$ cat src/rtl/voice_allocator_pkg.sv
// Shared voice-allocator configuration, voice/FSM state encodings and the
// note-on/note-off candidate ranking used while scanning voices.
package voice_allocator_pkg;
  localparam int PIPELINE_COUNT = 4;
  localparam int AGE_WIDTH      = 8;
  localparam int NOTE_WIDTH     = 7;
  localparam int PERCENT_WIDTH  = 7;

  typedef logic [NOTE_WIDTH-1:0]    note_t;
  typedef logic [PERCENT_WIDTH-1:0] percent_t;

  typedef enum logic [1:0] {FREE, HELD, RELEASING} voice_state_t;
  typedef enum logic [1:0] {IDLE, SCAN, COMMIT} ctrl_state_t;

  typedef struct packed {
    logic     on;
    note_t    note;
    percent_t velocity;
  } event_t;

  localparam logic [2:0] RANK_NONE = 3'd4;

  // Lower rank wins; ranks 2 and 3 are further ordered by age (oldest first).
  function automatic logic [2:0] cand_rank(input logic is_on, input voice_state_t st,
                                           input logic note_eq);
    if (is_on) begin
      if (st != FREE && note_eq) return 3'd0;
      if (st == FREE)            return 3'd1;
      if (st == RELEASING)       return 3'd2;
      return 3'd3;
    end
    return (st == HELD && note_eq) ? 3'd0 : RANK_NONE;
  endfunction
endpackage

$ cat src/rtl/voice_allocator_if.sv
// Note event handshake from the MIDI decoder into the voice allocator;
// a transfer happens on a rising edge with event_valid && event_ready.
interface voice_allocator_if;
  import voice_allocator_pkg::*;

  logic     event_valid;
  logic     event_ready;
  logic     event_on;
  note_t    event_note;
  percent_t event_velocity;

  modport master (output event_valid, event_on, event_note, event_velocity,
                  input  event_ready);
  modport slave  (input  event_valid, event_on, event_note, event_velocity,
                  output event_ready);
endinterface

$ cat src/rtl/voice_allocator_slot.sv
// One voice: state, note, velocity, saturating age and sustained flag, with
// registered one-cycle trigger/release pulses. A load always beats voice_done.
module voice_slot
  import voice_allocator_pkg::*;
#(
  parameter int AGE_WIDTH = voice_allocator_pkg::AGE_WIDTH
) (
  input  logic                 clock,
  input  logic                 reset,
  input  logic                 load,
  input  note_t                load_note,
  input  percent_t             load_velocity,
  input  logic                 release_req,
  input  logic                 hold_req,
  input  logic                 sustain_fall,
  input  logic                 age_inc,
  input  logic                 done,
  output voice_state_t         state,
  output note_t                note,
  output percent_t             velocity,
  output logic [AGE_WIDTH-1:0] age,
  output logic                 trigger,
  output logic                 rel_pulse
);
  logic sustained;

  always_ff @(posedge clock or posedge reset) begin
    if (reset) begin
      state     <= FREE;
      note      <= '0;
      velocity  <= '0;
      age       <= '0;
      sustained <= 1'b0;
      trigger   <= 1'b0;
      rel_pulse <= 1'b0;
    end else begin
      trigger   <= load;
      rel_pulse <= 1'b0;
      if (load) begin
        state     <= HELD;
        note      <= load_note;
        velocity  <= load_velocity;
        age       <= '0;
        sustained <= 1'b0;
      end else begin
        if (age_inc && state != FREE && age != '1)
          age <= age + 1'b1;
        if (release_req && state == HELD) begin
          state     <= RELEASING;
          rel_pulse <= 1'b1;
          sustained <= 1'b0;
        end else if (hold_req && state == HELD) begin
          sustained <= 1'b1;
        end else if (sustain_fall && sustained && state == HELD) begin
          state     <= RELEASING;
          rel_pulse <= 1'b1;
          sustained <= 1'b0;
        end else if (done && state == RELEASING) begin
          state <= FREE;
        end
      end
    end
  end
endmodule

$ cat src/rtl/voice_allocator.sv
// Allocates note events to VOICES voices (retrigger, free, oldest releasing, oldest held);
// VOICES+2 cycles per event, ready low while busy. Sustain pedal: VOICE_ALLOCATOR_SUSTAIN_EN.
module voice_allocator
  import voice_allocator_pkg::*;
#(
  parameter int VOICES    = PIPELINE_COUNT,
  parameter int AGE_WIDTH = voice_allocator_pkg::AGE_WIDTH
) (
  input  logic                  clock,
  input  logic                  reset,
  voice_allocator_if.slave      ev,
`ifdef VOICE_ALLOCATOR_SUSTAIN_EN
  input  logic                  sustain,
`endif
  input  logic [VOICES-1:0]     voice_done,
  output logic [VOICES-1:0]     voice_active,
  output note_t    [VOICES-1:0] voice_note,
  output percent_t [VOICES-1:0] voice_velocity,
  output logic [VOICES-1:0]     voice_trigger,
  output logic [VOICES-1:0]     voice_release
);
  localparam int IW = (VOICES > 1) ? $clog2(VOICES) : 1;

  ctrl_state_t          state_q, state_d;
  event_t               ev_q;
  logic [IW-1:0]        scan_idx, best_idx;
  logic [2:0]           best_rank, cur_rank;
  logic [AGE_WIDTH-1:0] best_age;
  voice_state_t         slot_state [VOICES];
  logic [AGE_WIDTH-1:0] slot_age   [VOICES];
  logic                 take, commit, hit, sus_level, sus_fall;

  assign ev.event_ready = (state_q == IDLE);
  assign commit         = (state_q == COMMIT);
  assign hit            = (best_rank != RANK_NONE);
  assign cur_rank       = cand_rank(ev_q.on, slot_state[scan_idx],
                                    voice_note[scan_idx] == ev_q.note);
  // Strict compares keep the lowest index on rank and age ties.
  assign take = (cur_rank < best_rank) ||
                (cur_rank == best_rank && cur_rank inside {3'd2, 3'd3} &&
                 slot_age[scan_idx] > best_age);

  always_comb begin
    state_d = state_q;
    case (state_q)
      IDLE:    if (ev.event_valid) state_d = SCAN;
      SCAN:    if (scan_idx == IW'(VOICES - 1)) state_d = COMMIT;
      default: state_d = IDLE;
    endcase
  end

  always_ff @(posedge clock or posedge reset) begin
    if (reset) state_q <= IDLE;
    else       state_q <= state_d;
  end

  always_ff @(posedge clock or posedge reset) begin
    if (reset) begin
      ev_q      <= '0;
      scan_idx  <= '0;
      best_idx  <= '0;
      best_rank <= RANK_NONE;
      best_age  <= '0;
    end else if (state_q == IDLE) begin
      if (ev.event_valid) begin
        ev_q      <= '{on: ev.event_on && (ev.event_velocity != '0),
                       note: ev.event_note, velocity: ev.event_velocity};
        scan_idx  <= '0;
        best_idx  <= '0;
        best_rank <= RANK_NONE;
        best_age  <= '0;
      end
    end else if (state_q == SCAN) begin
      scan_idx <= scan_idx + 1'b1;
      if (take) begin
        best_idx  <= scan_idx;
        best_rank <= cur_rank;
        best_age  <= slot_age[scan_idx];
      end
    end
  end

`ifdef VOICE_ALLOCATOR_SUSTAIN_EN
  logic sus_q, sus_q2;
  always_ff @(posedge clock or posedge reset) begin
    if (reset) begin
      sus_q  <= 1'b0;
      sus_q2 <= 1'b0;
    end else begin
      sus_q  <= sustain;
      sus_q2 <= sus_q;
    end
  end
  assign sus_level = sus_q;
  assign sus_fall  = sus_q2 & ~sus_q;
`else
  assign sus_level = 1'b0;
  assign sus_fall  = 1'b0;
`endif

  for (genvar i = 0; i < VOICES; i++) begin : g_slot
    logic sel;
    assign sel = commit && hit && (best_idx == IW'(i));

    voice_slot #(.AGE_WIDTH(AGE_WIDTH)) u_slot (
      .clock         (clock),
      .reset         (reset),
      .load          (sel && ev_q.on),
      .load_note     (ev_q.note),
      .load_velocity (ev_q.velocity),
      .release_req   (sel && !ev_q.on && !sus_level),
      .hold_req      (sel && !ev_q.on && sus_level),
      .sustain_fall  (sus_fall),
      .age_inc       (commit && ev_q.on),
      .done          (voice_done[i]),
      .state         (slot_state[i]),
      .note          (voice_note[i]),
      .velocity      (voice_velocity[i]),
      .age           (slot_age[i]),
      .trigger       (voice_trigger[i]),
      .rel_pulse     (voice_release[i])
    );

    assign voice_active[i] = (slot_state[i] != FREE);
  end
endmodule

$ cat src/flat_wrapper.sv
// flat-port wrapper written by rule: the top's interface ports become plain ports
module voice_allocator_flat import voice_allocator_pkg::*;
#(
  parameter int VOICES    = PIPELINE_COUNT,
  parameter int AGE_WIDTH = voice_allocator_pkg::AGE_WIDTH
)
  (clock, reset, voice_done, voice_active, voice_note, voice_velocity, voice_trigger, voice_release, ev_event_valid, ev_event_on, ev_event_note, ev_event_velocity, ev_event_ready);
  voice_allocator_if ev_i ();
  input  logic clock;
  input  logic reset;
  input  logic [VOICES-1:0] voice_done;
  output logic [VOICES-1:0] voice_active;
  output note_t    [VOICES-1:0] voice_note;
  output percent_t [VOICES-1:0] voice_velocity;
  output logic [VOICES-1:0] voice_trigger;
  output logic [VOICES-1:0] voice_release;
  input wire logic [$bits(ev_i.event_valid)-1:0] ev_event_valid;
  input wire logic [$bits(ev_i.event_on)-1:0] ev_event_on;
  input wire logic [$bits(ev_i.event_note)-1:0] ev_event_note;
  input wire logic [$bits(ev_i.event_velocity)-1:0] ev_event_velocity;
  output wire logic [$bits(ev_i.event_ready)-1:0] ev_event_ready;
  assign ev_i.event_valid = ev_event_valid;
  assign ev_i.event_on = ev_event_on;
  assign ev_i.event_note = ev_event_note;
  assign ev_i.event_velocity = ev_event_velocity;
  assign ev_event_ready = ev_i.event_ready;
  voice_allocator #(.VOICES(VOICES), .AGE_WIDTH(AGE_WIDTH)) u_core (.clock(clock), .reset(reset), .ev(ev_i), .voice_done(voice_done), .voice_active(voice_active), .voice_note(voice_note), .voice_velocity(voice_velocity), .voice_trigger(voice_trigger), .voice_release(voice_release));
endmodule
$ cat config.mk
export PLATFORM = sky130hd
export DESIGN_NAME = voice_allocator_flat
export DESIGN_NICKNAME = d
export VERILOG_FILES = /design/src/rtl/voice_allocator_pkg.sv /design/src/rtl/voice_allocator_if.sv /design/src/rtl/voice_allocator_slot.sv /design/src/rtl/voice_allocator.sv /design/src/flat_wrapper.sv
export SDC_FILE = /design/constraint.sdc
export NUM_CORES = 1
export LEC_CHECK = 0
export BUFFER_PORTS_ARGS = -buffer_cell sky130_fd_sc_hd__buf_4
export CAP_MARGIN = 20
export CORE_MARGIN = 2
export CORE_UTILIZATION = 50
export CTS_CLUSTER_SIZE = 12
export DETAILED_ROUTE_END_ITERATION = 7
export PLACE_DENSITY = 0.81
export SYNTH_ARGS = -nofsm -noshare
export SYNTH_HDL_FRONTEND = slang
export SYNTH_SLANG_ARGS = --single-unit
$ cat constraint.sdc
create_clock -name clock -period 12 [get_ports clock]
set_clock_uncertainty 0.05 [all_clocks]
set_input_delay 1.2 -clock clock [delete_from_list [all_inputs] [get_ports clock]]
set_output_delay 1.2 -clock clock [all_outputs]
set_load 0.005 [all_outputs]
==> flow_summary.toml <==
[place]
placed_area_um2 = 7300
dp_slack_ps = 8050
dpl.hpwl_um = 10600
place.gp.congestion = 0.873
io_buffers = 90

[timing]
holdWs_ps = 445
setup_viol = 0
hold_viol_final = 0
worstMarginPinSlew_ps = 912
max_slew_margin_pct = 39.2
setup_ws_ps = 8030
grt_setup_unrepaired = "no"
finalCritPeriodShare_pct = 33.1
max_freq_ghz = 0.252
min_period_ps = 3970
finalSetupTns_ps = 0
final_max_slew_viol_count = 0

[logic_synthesis]
synth_top_area_share_pct = 51.4
ys.flop_type = "dfrtp_1"
synth-seq-cells = 136
synth-edff-count = 0
yosysTopAreaCell = "dfrtp_1"
synthTopCellsByArea = "dfrtp_1 51%, mux2_2 7.7%, nand2_1 6.4%"
synth_nets = 634
synth_commonest_cells = "135 x dfrtp_1, 112 x nand2_1, 45 x mux2_2, 39 x nor2_1, 28 x inv_1"
ys_seq_area_share_pct = 51.8
syn_avg_cell_area_um2 = 11.0
synth_most_common_cell = "dfrtp_1"
synthDistinctLibCells = 53
synthArstFlopShare_pct = 100
syn_inst = 596
netlist_area_um2 = 6570
ys_warn_count = 0

[power_and_ir_drop]
switching_share_pct = 31.3
power.switching_uw = 488
peakVddDrop_uv = 136
p_int_uw = 1070
p_seq_share_pct = 40.6
p_per_area_nw_per_um2 = 196
power_frac_comb_pct = 24.6
clkPwrFrac_pct = 34.8
p_leak_uw = 0.00412

[floorplanning]
die_w_um = 119
die-area_um2 = 14100
start_util_pct = 51.7
placementRows = 41
ioPinCount = 91
die_y_um = 119
core-area_um2 = 12700

[clock_tree]
numCtsBuffers = 17
htree_levels = 4
cts_tree = "done"
hold_buffers = 0
cts.repair.resized = 0
cts_root_buf = "clkbuf_16"
insertion_delay_ps = 420
clkTransAtPathRegs_ps = 60
clock_sinks = 136
post_cts_buffers = 0
clk_path_buf_depth = 2

[cells_and_area]
antennaDiodeCount = 0
area_delta_synth_final_pct = 21.0
nets = 714
layout-drive-gt1-share_pct = 28.7
fillers = 1000
fin_area_um2 = 7950

[setup_path]
crit_required_ps = 12250
end_kind = "flip-flop"
cp-start-kind = "flip-flop"
arrival_ps = 4220
criticalPathCategory = "reg2reg"
cp_max_fo = 23

[grt]
grt_usage_pct = 22.9
grt_pass1_vias = 4926
antenna_found_initial = 0
grt_max_degree = 81
grt.overflow.total = 0
grt_pass1_wl_um = 25300

[drt]
wirelength_um = 15400
dr.pass1.iters = 5
ant_nets = 0
first_iter_violations = 415
via_per_inst = 5.54
via_count = 4772
routedWlPerCell_um = 17.9
drc = 0

[run]
max-cap-violations = 0

[hold_path]
hold_class = "reg2reg"

[outcome]
status = "complete, no violations"
-- flip-flops by register name, summed over array words and instances (netlist names) --
| name | flops |
|---|---|
| u_core.g_slot.u_slot.velocity | 28 |
| u_core.g_slot.u_slot.state | 8 |
| u_core.best_age | 8 |
| u_core.g_slot.u_slot.note | 28 |
| u_core.ev_q | 15 |
| u_core.scan_idx | 2 |
| u_core.state_q | 2 |
| u_core.g_slot.u_slot.age | 32 |
| u_core.best_idx | 2 |
| u_core.best_rank | 3 |
| u_core.g_slot.u_slot.rel_pulse | 4 |
| u_core.g_slot.u_slot.trigger | 4 |
-- placed cells by master, fill, tap and decap left out, types with 3 or more instances in the layout --
master / netlist / layout
clkbuf_16: 0 / 17
xnor2_1: 10 / 10
a21o_1: 8 / 8
a211oi_1: 3 / 3
nand4b_1: 4 / 4
mux4_2: 11 / 11
clkinv_4: 0 / 3
bufinv_16: 0 / 3
nand2_1: 112 / 112
and3_1: 6 / 6
nor2_1: 39 / 39
mux2_2: 45 / 45
buf_4: 9 / 95
nor2b_1: 6 / 6
xor2_1: 19 / 19
dfrtp_1: 135 / 135
inv_1: 28 / 27
nand4_1: 10 / 10
inv_6: 0 / 3
a21oi_1: 10 / 10
ha_1: 16 / 16
or3_1: 5 / 5
and2_1: 3 / 3
nand3_1: 7 / 7
mux2i_1: 26 / 26
nor3_1: 5 / 5
or2_2: 3 / 3
o21ai_0: 20 / 20
-- critical path, stage by stage (launching register included) --
cell,delay (ps)
dfrtp_1,480
buf_4,400
mux2i_1,250
or2b_1,240
a211oi_1,280
o21ai_2,120
o31a_4,390
ha_1,300
a21o_1,110
a21oi_1,70
mux2i_1,150
nor2_1,110
a31oi_4,500
mux2_2,390
-- worst paths after layout --
path / from / to / slack (ps) / cells past startpoint
min in group asynchronous: reset / u_core.g_slot[0].u_slot.age[7] / 640 / 2
setup / recovery: u_core.scan_idx[0] / u_core.best_rank[0] / 8030 / 13
setup reg to reg: u_core.scan_idx[0] / u_core.best_rank[0] / 8030 / 13
hold / removal: u_core.g_slot[3].u_slot.velocity[6] / u_core.g_slot[3].u_slot.velocity[6] / 450 / 2
hold reg to reg: u_core.g_slot[3].u_slot.velocity[6] / u_core.g_slot[3].u_slot.velocity[6] / 450 / 2
max in group asynchronous: reset / u_core.g_slot[2].u_slot.age[6] / 10330 / 3
-- per-stage QoR --
step	util, %	cells	power, µW
final	62.5	861	1560
after global routing	62.5	861	1630
after CTS	62.3	860	1560
after detailed placement	57.4	828	1020
after global placement	57.4	828	997
after floorplan	-	596	904
-- final cells by class --
cell class,count,area [µm²],area share (%)
clock inverter,13,168,2.11
sequential,136,3400,42.8
inverter,28,108,1.35
tap,172,215,2.71
multi-input combinational,397,2860,36.0
clock buffer,19,453,5.70
timing repair buffer,96,741,9.32
-- power groups by stage --
| stage | Clock [µW] | Sequential (µW) | Combinational, µW |
|---|---|---|---|
| 6_report | 543 | 633 | 384 |
| 3_3_place_gp | 0 | 631 | 366 |
| 5_1_grt | 568 | 645 | 420 |
| 3_5_place_dp | 0 | 636 | 385 |
| 2_1_floorplan | 0 | 588 | 316 |
| 4_1_cts | 547 | 631 | 387 |
-- layer usage --
metal / GRT usage, % / vias to the layer above / share of wire, %
met3: 5.41 / 18 / 5.2
li1: - / 2181 / -
met5: 0 / - / 0
met1: 29.6 / 2411 / 42
met2: 37.9 / 162 / 51
met4: 7.89 / 0 / 1.5
-- logic make-up (layout without fill, tap and decap cells) --
| logic type | after synthesis | in the layout | synth area share, % |
|---|---|---|---|
| AOI/OAI and AO/OA | 54 | 54 | 5.65 |
| xor gates and xnor gates | 30 | 30 | 4.11 |
| adders and majority gates | 16 | 16 | 3.05 |
| buffers and inverters | 63 | 156 | 4.66 |
| DFF | 136 | 136 | 51.8 |
| muxes | 84 | 84 | 15.9 |
| and+or+nand+nor | 213 | 213 | 14.8 |
Power figures use the tool's default switching activity.
